==> src/rtl/fetch_pkg.sv <==
// Shared types and constants for the instruction fetch unit.
//   PC_W       program counter / instruction memory address width
//   INS_W      instruction width
//   NOP_INSTR  bubble value shown on if_instr when no instruction is available
//   fq_entry_t one fetch queue entry: the PC and the instruction fetched from it
package fetch_pkg;

  localparam int PC_W  = 9;
  localparam int INS_W = 32;

  localparam logic [INS_W-1:0] NOP_INSTR = '0;

  typedef struct packed {
    logic [PC_W-1:0]  pc;
    logic [INS_W-1:0] instr;
  } fq_entry_t;

endpackage

==> src/rtl/instr_fetch_unit_if.sv <==
// Instruction memory request/response bus.
//   req/addr   fetch request and address (fetch unit -> memory)
//   gnt        request accepted this cycle (memory -> fetch unit)
//   rvalid     in-order response valid (memory -> fetch unit)
//   rdata      returned instruction (memory -> fetch unit)
// Modports: master = fetch unit side, slave = memory side.
interface instr_fetch_unit_if #(
  parameter int PC_W  = fetch_pkg::PC_W,
  parameter int INS_W = fetch_pkg::INS_W
);

  logic             req;
  logic [PC_W-1:0]  addr;
  logic             gnt;
  logic             rvalid;
  logic [INS_W-1:0] rdata;

  modport master (output req, output addr, input gnt, input rvalid, input rdata);
  modport slave  (input req, input addr, output gnt, output rvalid, output rdata);

endinterface

==> src/rtl/fetch_fifo.sv <==
// Fetch queue: small synchronous FIFO with flush.
//   clk, reset  clock, asynchronous active-low reset
//   push, din   write din at the tail
//   pop         drop the head entry
//   flush       empty the queue; overrides push and pop
//   full, empty, count  occupancy status
//   head        head entry (meaningless while empty)
module fetch_fifo #(
  parameter int WIDTH = 8,
  parameter int DEPTH = 4,
  localparam int AW = $clog2(DEPTH),
  localparam int CW = AW + 1
) (
  input  logic             clk,
  input  logic             reset,
  input  logic             push,
  input  logic             pop,
  input  logic             flush,
  input  logic [WIDTH-1:0] din,
  output logic             full,
  output logic             empty,
  output logic [CW-1:0]    count,
  output logic [WIDTH-1:0] head
);

  logic [WIDTH-1:0] mem [DEPTH];
  logic [AW-1:0]    rd_ptr;
  logic [AW-1:0]    wr_ptr;

  assign full  = (count == CW'(DEPTH));
  assign empty = (count == '0);
  assign head  = mem[rd_ptr];

  // NOTE: the storage array has no reset; validity is tracked by count alone,
  // which keeps the array a plain register file without a reset fan-out.
  always_ff @(posedge clk) begin
    if (push && !flush) mem[wr_ptr] <= din;
  end

  // NOTE: sequential state uses non-blocking assignments so every register
  // samples the pre-edge values regardless of statement order.
  always_ff @(posedge clk or negedge reset) begin
    if (!reset) begin
      rd_ptr <= '0;
      wr_ptr <= '0;
      count  <= '0;
    end else if (flush) begin
      rd_ptr <= '0;
      wr_ptr <= '0;
      count  <= '0;
    end else begin
      // Pointers wrap naturally because DEPTH is a power of two.
      if (push) wr_ptr <= wr_ptr + AW'(1);
      if (pop)  rd_ptr <= rd_ptr + AW'(1);
      count <= count + CW'(push) - CW'(pop);
    end
  end

  assert property (@(posedge clk) disable iff (!reset) !(push && full && !flush));
  assert property (@(posedge clk) disable iff (!reset) !(pop && empty && !flush));

endmodule

==> src/rtl/instr_fetch_unit.sv <==
// Pipeline front end feeding the IF/ID register.
//   clk, reset        clock, asynchronous active-low reset
//   stall             hold the IF/ID output (head entry)
//   redirect_valid/pc flush and restart fetch at redirect_pc
//   imem              instruction memory bus (master side)
//   if_valid/pc/instr head of the fetch queue; zero bubble when empty
// Requests are issued in order; responses return in order. Space for every
// outstanding response is reserved in the queue before the request is made.
// After a redirect, responses still in flight for the old path are counted
// down in drop_cnt and discarded.
module instr_fetch_unit
  import fetch_pkg::*;
#(
  parameter int              FQ_DEPTH = 4,
  parameter logic [PC_W-1:0] RESET_PC = '0
) (
  input  logic                 clk,
  input  logic                 reset,
  input  logic                 stall,
  input  logic                 redirect_valid,
  input  logic [PC_W-1:0]      redirect_pc,
  instr_fetch_unit_if.master   imem,
  output logic                 if_valid,
  output logic [PC_W-1:0]      if_pc,
  output logic [INS_W-1:0]     if_instr
);

  localparam int CW = $clog2(FQ_DEPTH) + 1;

  logic [PC_W-1:0] fetch_pc;
  logic [PC_W-1:0] resp_pc;
  logic [CW-1:0]   outstanding;
  logic [CW-1:0]   drop_cnt;
  logic [CW-1:0]   fq_count;
  logic [CW:0]     in_use;
  logic            fq_full;
  logic            fq_empty;
  logic            grant;
  logic            accept;
  logic            pop;
  fq_entry_t       push_entry;
  fq_entry_t       head;

  always_comb begin
    in_use = {1'b0, fq_count} + {1'b0, outstanding};
    // Reset gates the request combinationally so it drops the instant reset
    // asserts, abandoning the burst in progress.
    imem.req   = reset && (in_use < (CW+1)'(FQ_DEPTH)) && !redirect_valid;
    imem.addr  = fetch_pc;
    grant      = imem.req && imem.gnt;
    // A response in the redirect cycle is wrong-path by definition.
    accept     = imem.rvalid && (drop_cnt == '0) && !redirect_valid;
    pop        = !fq_empty && !stall && !redirect_valid;
    push_entry = '{pc: resp_pc, instr: imem.rdata};
  end

  fetch_fifo #(
    .WIDTH ($bits(fq_entry_t)),
    .DEPTH (FQ_DEPTH)
  ) u_fifo (
    .clk   (clk),
    .reset (reset),
    .push  (accept),
    .pop   (pop),
    .flush (redirect_valid),
    .din   (push_entry),
    .full  (fq_full),
    .empty (fq_empty),
    .count (fq_count),
    .head  (head)
  );

  assign if_valid = !fq_empty;
  assign if_pc    = fq_empty ? '0 : head.pc;
  assign if_instr = fq_empty ? NOP_INSTR : head.instr;

  always_ff @(posedge clk or negedge reset) begin
    if (!reset) begin
      fetch_pc    <= RESET_PC;
      resp_pc     <= RESET_PC;
      outstanding <= '0;
      drop_cnt    <= '0;
    end else if (redirect_valid) begin
      // No grant is possible this cycle, so only the response can retire one.
      fetch_pc    <= redirect_pc;
      resp_pc     <= redirect_pc;
      outstanding <= outstanding - CW'(imem.rvalid);
      drop_cnt    <= outstanding - CW'(imem.rvalid);
    end else begin
      if (grant)  fetch_pc <= fetch_pc + PC_W'(4);
      if (accept) resp_pc  <= resp_pc + PC_W'(4);
      if (imem.rvalid && (drop_cnt != '0)) drop_cnt <= drop_cnt - CW'(1);
      outstanding <= outstanding + CW'(grant) - CW'(imem.rvalid);
    end
  end

  // A full queue leaves no room for a response, so nothing may be in flight.
  assert property (@(posedge clk) disable iff (!reset) !(fq_full && (outstanding != '0)));
  assert property (@(posedge clk) disable iff (!reset) !(imem.rvalid && (outstanding == '0)));

endmodule

==> src/flat_wrapper.sv <==
// flat-port wrapper written by rule: the top's interface ports become plain ports
module instr_fetch_unit_flat import fetch_pkg::*;
#(
  parameter int              FQ_DEPTH = 4,
  parameter logic [PC_W-1:0] RESET_PC = '0
)
  (clk, reset, stall, redirect_valid, redirect_pc, if_valid, if_pc, if_instr, imem_req, imem_addr, imem_gnt, imem_rvalid, imem_rdata);
  instr_fetch_unit_if imem_i ();
  input  logic clk;
  input  logic reset;
  input  logic stall;
  input  logic redirect_valid;
  input  logic [PC_W-1:0] redirect_pc;
  output logic if_valid;
  output logic [PC_W-1:0] if_pc;
  output logic [INS_W-1:0] if_instr;
  output wire logic [$bits(imem_i.req)-1:0] imem_req;
  output wire logic [$bits(imem_i.addr)-1:0] imem_addr;
  input wire logic [$bits(imem_i.gnt)-1:0] imem_gnt;
  input wire logic [$bits(imem_i.rvalid)-1:0] imem_rvalid;
  input wire logic [$bits(imem_i.rdata)-1:0] imem_rdata;
  assign imem_req = imem_i.req;
  assign imem_addr = imem_i.addr;
  assign imem_i.gnt = imem_gnt;
  assign imem_i.rvalid = imem_rvalid;
  assign imem_i.rdata = imem_rdata;
  instr_fetch_unit #(.FQ_DEPTH(FQ_DEPTH), .RESET_PC(RESET_PC)) u_core (.clk(clk), .reset(reset), .stall(stall), .redirect_valid(redirect_valid), .redirect_pc(redirect_pc), .imem(imem_i), .if_valid(if_valid), .if_pc(if_pc), .if_instr(if_instr));
endmodule
==> config.mk <==
export PLATFORM = sky130hd
export DESIGN_NAME = instr_fetch_unit_flat
export DESIGN_NICKNAME = d
export VERILOG_FILES = /design/src/rtl/fetch_pkg.sv /design/src/rtl/instr_fetch_unit_if.sv /design/src/rtl/fetch_fifo.sv /design/src/rtl/instr_fetch_unit.sv /design/src/flat_wrapper.sv
export SDC_FILE = /design/constraint.sdc
export NUM_CORES = 1
export LEC_CHECK = 0
export BUFFER_PORTS_ARGS = -buffer_cell sky130_fd_sc_hd__buf_2
export CAP_MARGIN = 20
export CORE_ASPECT_RATIO = 1.5
export CORE_UTILIZATION = 35
export CTS_CLUSTER_SIZE = 24
export DETAILED_ROUTE_END_ITERATION = 6
export GPL_TIMING_DRIVEN = 0
export PLACE_DENSITY = 0.54
export SLEW_MARGIN = 20
export SYNTH_ARGS = -nofsm -noshare
export SYNTH_HDL_FRONTEND = slang
export SYNTH_SLANG_ARGS = --single-unit
==> constraint.sdc <==
create_clock -name clk -period 3.1 [get_ports clk]
set_clock_uncertainty 0.05 [all_clocks]
set_input_delay 0.31 -clock clk [delete_from_list [all_inputs] [get_ports clk]]
set_output_delay 0.31 -clock clk [all_outputs]
set_load 0.005 [all_outputs]
==> results_dict.tcl <==
set metrics [dict create \
    fillerInstances 2017 \
    num_rows 67 \
    first_global_vias 4526 \
    vias_per_cell 4.798 \
    synth.top_cell.area_share_pct 61.56 \
    irDropWorstVdd_uv 345.3 \
    crit_family "adder cells" \
    crit_required_ps 3350 \
    final.period_utilization_pct 91.97 \
    unrepaired_setup_endpoints_after_global_routing "no" \
    ys_warn_count 0 \
    cts_tree "yes" \
    grt_antenna_before_repair 0 \
    crit_fanout 10 \
    slew-limit-headroom_pct 48.56 \
    design.portCount 99 \
    cp_buf_inv_count 3 \
    post_place_setup_slack_ps 203.3 \
    die_h_um 187.2 \
    insertedDiodeCount 0 \
    post_synth.cell_area_avg_um2 17.86 \
    slowest_stage_cell_cp "sky130_fd_sc_hd__nor3_2" \
    timing.critical_path.depth 10 \
    post_cts_resized 0 \
    critical_path.cell_chain "nor3_2, clkbuf_1, nor3_1, ha_1, inv_1, ha_1, inv_1, fa_1, xnor2_1, nor2_1" \
    clock_sink_count 195 \
    die-area_um2 23480 \
    detail_route.drc_violations 6 \
    powerDensity_nw_per_um2 736.9 \
    die_width_um 125.4 \
    timing.critical_path.slowest_cell_delay_ps 500 \
    maxCapViolCount 0 \
    htree_levels 4 \
    power.leakage_nw 3.447 \
    gpl.final_weighted_congestion 0.7854 \
    io_buffers 98 \
    ff2ff_path_depth 10 \
    relative_area_change_from_synthesis_to_final_layout_pct 18.10 \
    nets 632 \
    maxSlewViolCount 0 \
    sequential_cell_area_fraction_in_the_yosys_report_pct 71.25 \
    criticalPathCategory "reg -> reg" \
    finalSetupViolations 0 \
    yosysUniqueCellTypes 37 \
    global_route_wire_length_before_repair_um 25160 \
    firstDrtPassIters 7 \
    gr-total-overflow 0 \
    failed_checks "design-rule violations" \
    synth_top_cell_by_area "sky130_fd_sc_hd__edfxtp_1" \
    groute.usage.overall_pct 14.41 \
    max_clock_freq_mhz 350.7 \
    cp_data_arrival_time_ps 3110 \
    clock_tree.root_cell "sky130_fd_sc_hd__clkbuf_16" \
    cts_buffers 17 \
    postRouteWirelength_um 15710 \
    clk_transition_reported_paths_ps 70 \
    post_layout_instance_count_excluding_filler_cells 856 \
    worstSetupStartpointType "register" \
    finalCriticalPeriod_ps 2851 \
    synth-seq-cells 195 \
    synth_area_um2 8000 \
    run_status "finished with violations" \
    insertion_delay_ps 430 \
    final_core_utilization_pct 42.21 \
    coreArea_um2 22380 \
    number_of_setup_buffers_added_after_cts 0 \
    holdPathStages 1 \
    final.setup.worst_slack_ps 248.8 \
    wire_per_inst_um 18.35 \
    detail-route-antenna-nets 0 \
    syn_nets 513 \
    maximum_number_of_pins_on_one_net_before_global_route_repair 42 \
    number_of_violations_reported_at_the_end_of_detailed_routing_iteration_0 244 \
    detailedPlacementHpwl_um 10220 \
    worst_hold_path_type "in -> reg" \
    vias_after_detailed_routing 4107 \
    initial_utilization_pct 35.74 \
    share_of_final_layout_standard_cells_stronger_than_drive_strength_1_pct 33.10 \
    place.detailed.instances 823 \
    clock_tree.buffer_depth 2 \
    worst-slew-pin-transition_ps 771.6 \
    synth_top_cells_by_area "sky130_fd_sc_hd__edfxtp_1 (62%), sky130_fd_sc_hd__mux4_2 (12%), sky130_fd_sc_hd__dfrtp_1 (9.7%)" \
    worst_setup_path_end_kind "register" \
    finalHoldViolCount 0 \
    post_synth_inst_count 448 \
]
-- synthesized netlist by cell type --
library cell	n
sky130_fd_sc_hd__mux4_2	41
sky130_fd_sc_hd__xnor2_1	6
sky130_fd_sc_hd__nand3_1	8
sky130_fd_sc_hd__inv_1	19
sky130_fd_sc_hd__nand4b_1	1
sky130_fd_sc_hd__xor2_1	9
sky130_fd_sc_hd__and2_1	4
sky130_fd_sc_hd__clkinv_1	1
sky130_fd_sc_hd__nor3b_1	1
sky130_fd_sc_hd__and2b_1	10
sky130_fd_sc_hd__clkbuf_1	13
sky130_fd_sc_hd__a32oi_1	2
sky130_fd_sc_hd__mux2_2	4
sky130_fd_sc_hd__and3b_1	1
sky130_fd_sc_hd__buf_4	2
sky130_fd_sc_hd__nand2b_1	1
sky130_fd_sc_hd__or3_1	5
sky130_fd_sc_hd__and3_1	1
sky130_fd_sc_hd__a21oi_1	3
sky130_fd_sc_hd__fa_1	2
sky130_fd_sc_hd__nand3b_1	8
sky130_fd_sc_hd__nor2_1	8
sky130_fd_sc_hd__or2_2	2
sky130_fd_sc_hd__buf_2	5
sky130_fd_sc_hd__a211oi_1	1
sky130_fd_sc_hd__nand4_1	4
sky130_fd_sc_hd__nor2b_1	33
sky130_fd_sc_hd__edfxtp_1	164
sky130_fd_sc_hd__o211ai_1	1
sky130_fd_sc_hd__ha_1	16
sky130_fd_sc_hd__dfrtp_1	31
sky130_fd_sc_hd__nand2_1	17
sky130_fd_sc_hd__nand4_2	1
sky130_fd_sc_hd__nor4_2	1
sky130_fd_sc_hd__buf_6	1
sky130_fd_sc_hd__nor3_1	6
sky130_fd_sc_hd__o21ai_0	15
-- registers in the layout, summed over array words and instances (netlist names) --
register and flops:
u_core.u_fifo.count 3, u_core.u_fifo.mem 164, u_core.u_fifo.rd_ptr 2, u_core.imem.addr 9, u_core.resp_pc 9, u_core.u_fifo.wr_ptr 2, u_core.drop_cnt 3, u_core.outstanding 3
-- stage by stage --
step / total power, mW / TNS [ps] / hold slack [ps] / area, um^2
floorplan: 4.266 / 0 / -35.59 / 8000
global placement: 4.901 / -86950 / 370.4 / 8836
detailed placement: 4.962 / 0 / 379.4 / 8859
CTS: 7.076 / 0 / 23.05 / 9448
global route: 7.360 / 0 / 26.26 / 9448
finish: 6.962 / 0 / 43.53 / 9448
-- logic make-up after synthesis --
kind of cell / Yosys count / share of synthesized area [%]
DFF: 195 / 71.25
muxes: 45 / 12.11
adders and majority gates: 18 / 3.003
and+or+nand+nor: 112 / 8.273
AOI/OAI and AO/OA: 22 / 1.533
buffers and inverters: 41 / 2.189
xor gates and xnor gates: 15 / 1.642
-- report_power, final --
part	total (mW)	internal, mW	switching [mW]
clock network	2.12	1.16	0.959
registers	3.14	3.02	0.118
logic	1.70	0.834	0.867
-- repair_timing --
item                       4_1_cts  5_1_grt
setup endpoints to repair        0        0
hold buffers                     1        0
hold endpoints to repair        31        0
-- routing by layer --
metal | track usage, % | up-vias | part of all wire (%)
li1 | - | 1939 | -
met1 | 15.75 | 2075 | 39
met2 | 26.58 | 77 | 55
met3 | 3.604 | 16 | 4.1
met4 | 5.394 | 0 | 1.6
met5 | 0 | - | 0
-- layout by cell type, fill, tap and decap left out, types with 3 or more instances in the layout --
cell and instances:
sky130_fd_sc_hd__a21oi_1 3, sky130_fd_sc_hd__and2_4 4, sky130_fd_sc_hd__and2b_1 10, sky130_fd_sc_hd__buf_2 103, sky130_fd_sc_hd__buf_4 3, sky130_fd_sc_hd__clkbuf_1 14, sky130_fd_sc_hd__clkbuf_16 19, sky130_fd_sc_hd__dfrtp_1 31
sky130_fd_sc_hd__edfxtp_1 164, sky130_fd_sc_hd__ha_1 16, sky130_fd_sc_hd__inv_1 19, sky130_fd_sc_hd__inv_6 4, sky130_fd_sc_hd__mux2_2 4, sky130_fd_sc_hd__mux4_2 41, sky130_fd_sc_hd__nand2_1 17, sky130_fd_sc_hd__nand3_1 8
sky130_fd_sc_hd__nand3b_1 8, sky130_fd_sc_hd__nand4_1 4, sky130_fd_sc_hd__nor2_1 8, sky130_fd_sc_hd__nor2b_1 33, sky130_fd_sc_hd__nor3_1 5, sky130_fd_sc_hd__o21ai_0 15, sky130_fd_sc_hd__or3_1 5, sky130_fd_sc_hd__xnor2_1 6
sky130_fd_sc_hd__xor2_1 9
-- worst paths after layout --
kind | startpoint | endpoint | slack (ps)
setup / recovery | u_core.u_fifo.count[1] | u_core.u_fifo.count[2] | 250
hold / removal | imem_rdata[16] | u_core.u_fifo.mem[2][16] | 40
setup reg to reg | u_core.u_fifo.count[1] | u_core.u_fifo.count[2] | 250
hold reg to reg | u_core.resp_pc[0] | u_core.u_fifo.mem[0][32] | 470
max in group asynchronous | reset | u_core.imem.addr[4] | 2060
min in group asynchronous | reset | u_core.u_fifo.count[2] | 450
-- final cells by class --
type                            count  area, um^2  share of cell area [%]
Multi-Input combinational cell    212        2140                   22.65
Sequential cell                   195        5700                   60.34
Tap cell                          276       345.3                   3.655
Timing Repair Buffer              100       508.0                   5.377
Clock buffer                       21       493.0                   5.218
Inverter                           20       75.07                  0.7946
Buffer                             21       100.1                   1.059
Clock inverter                     11       86.33                  0.9138
Power figures use the tool's default switching activity.
